===== src/rtl/pc_fetch_unit_if.sv =====
// Fetch-side bus between program memory, instruction decoder and pc_fetch_unit.
interface pc_fetch_unit_if #(
  parameter int unsigned PC_WIDTH = 13,
  parameter int unsigned IW       = 14,
  parameter int unsigned DEPTH_W  = 4
);
  logic [PC_WIDTH-1:0] imem_addr;
  logic [IW-1:0]       imem_rdata;
  logic [IW-1:0]       instr_current;
  logic [PC_WIDTH-1:0] pc;
  logic                instr_rd_en;
  logic                instr_flush;
  logic                pc_incr_en;
  logic                pc_j_en;
  logic                stack_push;
  logic                stack_pop;
  logic                pcl_wr_en;
  logic [7:0]          pcl_wr_data;
  logic [4:0]          pclath;
  logic [DEPTH_W-1:0]  stack_depth;

  modport master (
    input  imem_addr, instr_current, pc, stack_depth,
    output imem_rdata, instr_rd_en, instr_flush, pc_incr_en, pc_j_en,
           stack_push, stack_pop, pcl_wr_en, pcl_wr_data, pclath
  );

  modport slave (
    output imem_addr, instr_current, pc, stack_depth,
    input  imem_rdata, instr_rd_en, instr_flush, pc_incr_en, pc_j_en,
           stack_push, stack_pop, pcl_wr_en, pcl_wr_data, pclath
  );
endinterface


===== src/rtl/pc_fetch_unit.sv =====
// PC, instruction register with single-word prefetch, and circular hardware return stack.
// Executes the fetch strobes issued by the instruction decoder.
module pc_fetch_unit #(
  parameter int unsigned PC_WIDTH    = 13,
  parameter int unsigned STACK_DEPTH = 8,
  parameter logic [13:0] NOP_WORD    = 14'h0000
) (
  input logic            clk,
  input logic            rst_n,
  pc_fetch_unit_if.slave bus
);
  localparam int unsigned IW      = 14;
  localparam int unsigned SP_W    = $clog2(STACK_DEPTH);
  localparam int unsigned DEPTH_W = SP_W + 1;

  logic [PC_WIDTH-1:0] pc_q, pc_d;
  logic [IW-1:0]       ir_q, ir_d;
  logic [SP_W-1:0]     sp_q, sp_d;
  logic [DEPTH_W-1:0]  depth_q, depth_d;
  logic [PC_WIDTH-1:0] stack_q [STACK_DEPTH];
  logic [PC_WIDTH-1:0] stack_top;
  logic                pop_eff;

  assign stack_top = stack_q[sp_q - SP_W'(1)];
  // Simultaneous push and pop is illegal from the decoder; push takes the stack.
  assign pop_eff   = bus.stack_pop & ~bus.stack_push;

  // Next-state: PC priority j > pop > pcl write > incr; IR flush > read.
  always_comb begin
    pc_d    = pc_q;
    ir_d    = ir_q;
    sp_d    = sp_q;
    depth_d = depth_q;

    if (bus.pc_j_en)
      pc_d = PC_WIDTH'({bus.pclath[4:3], ir_q[10:0]});
    else if (bus.stack_pop)
      pc_d = stack_top;
    else if (bus.pcl_wr_en)
      pc_d = PC_WIDTH'({bus.pclath, bus.pcl_wr_data});
    else if (bus.pc_incr_en)
      pc_d = pc_q + PC_WIDTH'(1);

    if (bus.instr_flush)
      ir_d = NOP_WORD;
    else if (bus.instr_rd_en)
      ir_d = bus.imem_rdata;

    if (bus.stack_push) begin
      sp_d = sp_q + SP_W'(1);
      if (depth_q != DEPTH_W'(STACK_DEPTH))
        depth_d = depth_q + DEPTH_W'(1);
    end else if (pop_eff) begin
      sp_d = sp_q - SP_W'(1);
      if (depth_q != DEPTH_W'(0))
        depth_d = depth_q - DEPTH_W'(1);
    end
  end

  always_ff @(posedge clk) begin
    if (!rst_n) begin
      pc_q    <= '0;
      ir_q    <= NOP_WORD;
      sp_q    <= '0;
      depth_q <= '0;
    end else begin
      pc_q    <= pc_d;
      ir_q    <= ir_d;
      sp_q    <= sp_d;
      depth_q <= depth_d;
    end
  end

  // Stack storage keeps its contents through reset; a push is blocked while reset is asserted.
  always_ff @(posedge clk) begin
    if (rst_n && bus.stack_push)
      stack_q[sp_q] <= pc_q;
  end

  assign bus.pc            = pc_q;
  assign bus.imem_addr     = pc_q;
  assign bus.instr_current = ir_q;
  assign bus.stack_depth   = depth_q;
endmodule

===== src/flat_wrapper.sv =====
// flat-port wrapper written by rule: the top's interface ports become plain ports
module pc_fetch_unit_flat 
#(
  parameter int unsigned PC_WIDTH    = 13,
  parameter int unsigned STACK_DEPTH = 8,
  parameter logic [13:0] NOP_WORD    = 14'h0000
)
  (clk, rst_n, bus_imem_addr, bus_instr_current, bus_pc, bus_stack_depth, bus_imem_rdata, bus_instr_rd_en, bus_instr_flush, bus_pc_incr_en, bus_pc_j_en, bus_stack_push, bus_stack_pop, bus_pcl_wr_en, bus_pcl_wr_data, bus_pclath);
  pc_fetch_unit_if #(.PC_WIDTH(PC_WIDTH)) bus_i ();
  input logic clk;
  input logic rst_n;
  output wire logic [$bits(bus_i.imem_addr)-1:0] bus_imem_addr;
  output wire logic [$bits(bus_i.instr_current)-1:0] bus_instr_current;
  output wire logic [$bits(bus_i.pc)-1:0] bus_pc;
  output wire logic [$bits(bus_i.stack_depth)-1:0] bus_stack_depth;
  input wire logic [$bits(bus_i.imem_rdata)-1:0] bus_imem_rdata;
  input wire logic [$bits(bus_i.instr_rd_en)-1:0] bus_instr_rd_en;
  input wire logic [$bits(bus_i.instr_flush)-1:0] bus_instr_flush;
  input wire logic [$bits(bus_i.pc_incr_en)-1:0] bus_pc_incr_en;
  input wire logic [$bits(bus_i.pc_j_en)-1:0] bus_pc_j_en;
  input wire logic [$bits(bus_i.stack_push)-1:0] bus_stack_push;
  input wire logic [$bits(bus_i.stack_pop)-1:0] bus_stack_pop;
  input wire logic [$bits(bus_i.pcl_wr_en)-1:0] bus_pcl_wr_en;
  input wire logic [$bits(bus_i.pcl_wr_data)-1:0] bus_pcl_wr_data;
  input wire logic [$bits(bus_i.pclath)-1:0] bus_pclath;
  assign bus_imem_addr = bus_i.imem_addr;
  assign bus_instr_current = bus_i.instr_current;
  assign bus_pc = bus_i.pc;
  assign bus_stack_depth = bus_i.stack_depth;
  assign bus_i.imem_rdata = bus_imem_rdata;
  assign bus_i.instr_rd_en = bus_instr_rd_en;
  assign bus_i.instr_flush = bus_instr_flush;
  assign bus_i.pc_incr_en = bus_pc_incr_en;
  assign bus_i.pc_j_en = bus_pc_j_en;
  assign bus_i.stack_push = bus_stack_push;
  assign bus_i.stack_pop = bus_stack_pop;
  assign bus_i.pcl_wr_en = bus_pcl_wr_en;
  assign bus_i.pcl_wr_data = bus_pcl_wr_data;
  assign bus_i.pclath = bus_pclath;
  pc_fetch_unit #(.PC_WIDTH(PC_WIDTH), .STACK_DEPTH(STACK_DEPTH), .NOP_WORD(NOP_WORD)) u_core (.clk(clk), .rst_n(rst_n), .bus(bus_i));
endmodule

===== config.mk =====
export PLATFORM = sky130hd
export DESIGN_NAME = pc_fetch_unit_flat
export DESIGN_NICKNAME = d
export VERILOG_FILES = /design/src/rtl/pc_fetch_unit_if.sv /design/src/rtl/pc_fetch_unit.sv /design/src/flat_wrapper.sv
export SDC_FILE = /design/constraint.sdc
export NUM_CORES = 1
export LEC_CHECK = 0
export BUFFER_PORTS_ARGS = -buffer_cell sky130_fd_sc_hd__buf_2
export CELL_PAD_IN_SITES_DETAIL_PLACEMENT = 0
export CELL_PAD_IN_SITES_GLOBAL_PLACEMENT = 1
export CORE_MARGIN = 1
export CORE_UTILIZATION = 35
export DETAILED_ROUTE_END_ITERATION = 8
export GPL_TIMING_DRIVEN = 0
export HOLD_SLACK_MARGIN = 0.06
export PLACE_DENSITY = 0.73
export SETUP_SLACK_MARGIN = 0.3
export SLEW_MARGIN = 20
export SYNTH_ARGS = -nofsm -noshare
export SYNTH_HDL_FRONTEND = slang
export SYNTH_SLANG_ARGS = --single-unit
export TNS_END_PERCENT = 1

===== constraint.sdc =====
create_clock -name clk -period 2.9 [get_ports clk]
set_input_delay 0.145 -clock clk [delete_from_list [all_inputs] [get_ports clk]]
set_output_delay 0.145 -clock clk [all_outputs]
set_load 0.005 [all_outputs]

* After elaboration in Yosys (flattened, before gate mapping)
Memories as Yosys holds them, arrays and structs flattened.
Index checks and enable logic that the tools add are counted.
** Storage, ports and cells
- Register bits :: 34
- RAM bits :: 104
- Memories kept :: 1
- Bits of input ports :: 36
- Logic and storage cells :: 34
** Cells by class
- Bitwise gates (word level) :: 3
- Mux-type cells :: 12
- Equal/unequal tests :: 2
- Reductions and logical operators :: 7
- Add/subtract/negate cells :: 5
** Memory list
- u_core.stack_q :: words 8, width 13, read ports 1, clocked after memory_dff 0, write ports 1, line pc_fetch_unit.sv:20 : logic [PC_WIDTH-1:0] stack_q [STACK_DEPTH];
** Operators by type and width (number)
- two-way mux 13 bit :: 4
- two-way mux 4 bit :: 4
- adder 13 x 1 -> 13 bit, second input constant :: 1
- nonzero test 4 bit :: 2
- two-way mux 3 bit :: 2
- adder 4 x 1 -> 4 bit, second input constant :: 1
- inequality test 4 bit, second input constant :: 1
- nonzero test 2 bit :: 2
- subtractor 4 x 1 -> 4 bit, second input constant :: 1
- adder 3 x 1 -> 3 bit, second input constant :: 1
- AND reduction 3 bit :: 1
- subtractor 3 x 1 -> 3 bit, second input constant :: 1
- two-way mux 1 bit :: 2
- inequality test 2 x 1 -> 1 bit, second input constant :: 1
- inverter 1 bit :: 2
- OR reduction 2 bit :: 1
- bitwise AND 1 bit :: 1
- logical AND 1 bit :: 1

* Depth between registers and ports, before layout
- Depth in word-level cells :: 5
- Mapped depth :: 10
- Gate-level depth less buffers :: 7

* Worst setup path before layout
OpenSTA, ideal clock, no wires.
- Path type :: reg2reg
- From :: register u_core.sp_q[0]
- To :: register u_core.pc_q[12] (netlist: u_core.bus.imem_addr[12])
- Data required time :: 2.777 ns
- Path slack :: 0.479 ns
- Stages on the path, launching flop included :: 10
- Period minus slack after synthesis :: 2.421 ns
- Data arrival time :: 2.298 ns
- Cell sequence :: dfxtp_1 buf_2 buf_4 inv_1 ha_1 xor2_4 mux4_1 nor2_1 a211o_1 a21oi_2
** On the way
- Longest elaborated chain between the ends :: 4
** Ends and longest elaborated chain
- start: declaration :: line pc_fetch_unit.sv:18 : logic [SP_W-1:0] sp_q, sp_d;
- start signal: assignment :: line pc_fetch_unit.sv:69 : sp_q <= sp_d;
- subtractor 3 x 1 -> 3 bit :: line pc_fetch_unit.sv:24 : assign stack_top = stack_q[sp_q - SP_W'(1)];
- memory read (8 x 13 bit)
- two-way mux 13 bit :: line pc_fetch_unit.sv:37 : else if (bus.stack_pop)
- two-way mux 13 bit :: line pc_fetch_unit.sv:35 : if (bus.pc_j_en)
- end signal: assignment :: line pc_fetch_unit.sv:67 : pc_q <= pc_d;
- end: declaration :: line pc_fetch_unit.sv:16 : logic [PC_WIDTH-1:0] pc_q, pc_d;
No other way between the ends.
A chain may end at the register's enable or synchronous reset.

* Worst setup path after layout
- From :: register u_core.sp_q[0]
- To :: register u_core.pc_q[8] (netlist: u_core.bus.imem_addr[8])
Same word-level chain as after synthesis.

==> flow_summary_export.csv <==
group,metric,value,unit
run_status,status,"completed",
critical_path,crit_required,3200,ps
critical_path,cp-endpoint,"u_core.bus.imem_addr[8]",
final_layout,fill_cells,1505,
detailed_routing,drc,0,
clock_tree,cts_buffers,17,
detailed_routing,first_iter_violations,299,
pwr,leakage,2.889,nW
timing,max_slew_margin,42.73,%
die,coreArea,16640,um^2
critical_path,cp-end-kind,"flip-flop",
synthesis,synthArstFlopShare,0,%
pwr,p_clk_share,39.0,%
detailed_routing,wl_met3,989,um
clock_tree,cts_tree,"built",
clock_tree,worstSkewPairLatency,430,ps
global_routing,track_usage,18.27,%
global_routing,grt_pass1_wl,23.23,mm
worst_hold_path,min_path_type,"in2reg",
timing,finalCriticalPeriod,2505,ps
clock_tree,clockBufferDepth,2,
final_layout,drive_gt1_share,31.25,%
timing,holdWs,85.47,ps
placement,port_buffers,75,
global_routing,grt_start_max_net_pins,17,
synthesis,ys.warnings.count,0,
placement,place_area,6773,um^2
timing,finalCritPeriodShare,86.39,%
die,row_count,47,
synthesis,yosys.area.top_type_share,52.05,%
critical_path,setup.worst_path.class,"reg2reg",
timing,slew_viol_final,0,
placement,dp_slack,-311.6,ps
synthesis,synth_cell_types,48,
final_layout,layout.nets,589,
synthesis,synth-edff-count,104,
final_layout,n_antenna_cell,0,
die,fp.dieW,132.9,um
synthesis,synth_most_common_cell,"edfxtp_1",
pwr,comb_power_share,16.4,%
final_layout,fin_area,7617,um^2
clock_tree,cts_root_buf,"clkbuf_16",
critical_path,crit_fanout,10,
synthesis,ys_seq_elements,138,
detailed_routing,wl,15.43,mm
global_routing,antenna_found_initial,0,
die,dieHeight,132.9,um
final_layout,layout.cells.non_filler,780,
clock_tree,cts.sinks,138,
synthesis,synth_fp_nets,465,
detailed_routing,highest_layer,"met4",
timing,worst_pin_slew,858.2,ps
final_layout,areaGrowthSynthToFinish,26.97,%
synthesis,synthFlopType,"edfxtp_1",
die,start_util,36.05,%
critical_path,rrSetupSlack,390,ps
clock_tree,ctsHtreeMaxLevel,4,
placement,dp_hpwl,10.83,mm
timing,setup_violations,0,
clock_tree,cts.clk_slew.worst_paths,60,ps
die,dieArea,17670,um^2
placement,gp_congestion,0.8400,
critical_path,crit_arrival,2810,ps
timing,max_freq,399.1,MHz
global_routing,overflow,0,
detailed_routing,ant_nets,0,
timing,grt_setup_unrepaired,"no",
pwr,p_int,3.912,mW
critical_path,worst_r2r_path_depth,9,
detailed_routing,avgRoutedWirePerCell,19.78,um
detailed_routing,wl_met1,6.827,mm
critical_path,start_kind,"flip-flop",
synthesis,yosysSeqAreaShare,63.40,%
synthesis,synthCells,423,
timing,fin_skew,6.822,ps
run,maxCapViolations,0,
detailed_routing,first_pass_iters,4,
synthesis,syn_area,6000,um^2
detailed_routing,met2_length,7.341,mm
placement,dp.cells,726,
pwr,max-vdd-ir-drop,442.9,uV
pwr,power_switching,1.346,mW
synthesis,syn_avg_cell_area,14.18,um^2
timing,hold_viol,0,
pwr,switching_share,25.60,%
timing,fin_setup_tns,0,ps
critical_path,r2r_start,"u_core.sp_q[0]",
synthesis,ys_top_cells_by_count,"104 x edfxtp_1, 34 x dfxtp_1, 33 x nand2_1, 32 x nor2_1, 23 x mux2i_1",
die,io_pins,80,
synthesis,synthTopCellsByArea,"edfxtp_1 52%, dfxtp_1 11%, mux4_2 7.1%",
synthesis,synth.largest_area_cell,"edfxtp_1",
critical_path,worstReg2RegEnd,"u_core.bus.imem_addr[8]",
global_routing,first_global_vias,4030,
detailed_routing,vias,4096,
timing,setup_ws,394.6,ps
pwr,finalPower,5.257,mW
pwr,p_per_area,690.2,nW/um^2
final_layout,postLayoutCoreUtil,45.77,%
pwr,seqPwrFrac,44.6,%
critical_path,setup.worst_path.start,"u_core.sp_q[0]",
detailed_routing,viasPerCell,5.251,
## layer usage
| metal | vias up | global-route usage, % |
|---|---|---|
| met3 | 20 | 5.594 |
| met2 | 148 | 28.94 |
| met1 | 2065 | 23.69 |
| met4 | 0 | 6.386 |
| met5 | - | 0 |
| li1 | 1863 | - |
## cell usage in the layout, fill, tap and decap left out, types with 4 or more instances in the layout
| master | n |
|---|---|
| inv_1 | 7 |
| and3_1 | 5 |
| nand2b_1 | 5 |
| ha_1 | 4 |
| o221ai_1 | 4 |
| mux2i_1 | 23 |
| a221oi_1 | 4 |
| clkbuf_16 | 17 |
| xnor2_1 | 10 |
| a31oi_1 | 5 |
| clkbuf_1 | 15 |
| xor2_1 | 6 |
| mux4_1 | 5 |
| o21ai_0 | 14 |
| nand2_1 | 33 |
| nand4_1 | 4 |
| edfxtp_1 | 104 |
| nor2b_1 | 4 |
| nor2_1 | 26 |
| mux4_2 | 19 |
| buf_4 | 22 |
| dlygate4sd3_1 | 15 |
| and2_1 | 4 |
| clkinvlp_4 | 5 |
| buf_8 | 5 |
| a21oi_1 | 13 |
| dfxtp_1 | 33 |
| nand3_1 | 11 |
| buf_2 | 77 |
| clkinv_2 | 5 |
| nor2_2 | 6 |
## power by group through the flow
stage	combinational (mW)	clock, mW	sequential [mW]
after floorplan	0.514	0	2.35
after global placement	0.751	0	2.38
after detailed placement	0.780	0	2.38
after CTS	0.856	2.08	2.34
after global routing	0.942	2.16	2.36
final	0.864	2.05	2.34
## layout make-up
type | count | area (um^2) | area share (%)
clock buffer | 18 | 429.2 | 5.634
timing repair buffer | 105 | 700.7 | 9.198
inverter | 8 | 33.78 | 0.4435
buffer | 35 | 216.5 | 2.842
multi-input combinational | 242 | 2026 | 26.59
clock inverter | 14 | 131.4 | 1.725
sequential | 138 | 3805 | 49.95
tap | 220 | 275.3 | 3.614
## cell families after synthesis
family / synth area share (%)
flip-flops: 63.40
AND/OR/NAND/NOR: 8.154
AO/OA/AOI/OAI: 7.278
multiplexers: 13.16
buffers and inverters: 3.691
XOR/XNOR: 2.941
adder cells (fa/ha/maj): 1.376
## worst max-delay path, stage by stage, from the launching register on
cell        delay (ps)
dfxtp_2            380
buf_12             170
buf_6              170
clkinvlp_4         190
ha_4               230
xor2_4             170
buf_12             140
mux4_1             550
mux2i_1            250
o211ai_1           120
## timing repair
action | 4_1_cts | 5_1_grt
setup buffers | 3 | 4
endpoints found under the setup margin | 14 | 6
gates resized for setup | 11 | 4
pin swaps | 1 | 1
hold buffers | 15 | 0
endpoints found under the hold margin | 15 | 0
## state kept, by name, summed over array words and instances, names as in the netlist
register / cells
u_core.sp_q: 3
u_core.bus.stack_depth: 4
u_core.bus.instr_current: 14
u_core.stack_q: 104
u_core.bus.imem_addr: 13
## worst min-delay path by stage
stage               cells past startpoint                from                            to  slack, ps
finish                                  3     bus_instr_flush   u_core.bus.instr_current[7]         90
global route                            3     bus_instr_flush   u_core.bus.instr_current[7]        120
CTS                                     3     bus_instr_flush  u_core.bus.instr_current[13]         70
detailed placement                      3  bus_imem_rdata[11]  u_core.bus.instr_current[11]        390
global placement                        3  bus_imem_rdata[11]  u_core.bus.instr_current[11]        390
floorplan                               2       bus_pclath[3]      u_core.bus.imem_addr[11]        280
(Power assumes the default switching activity.)
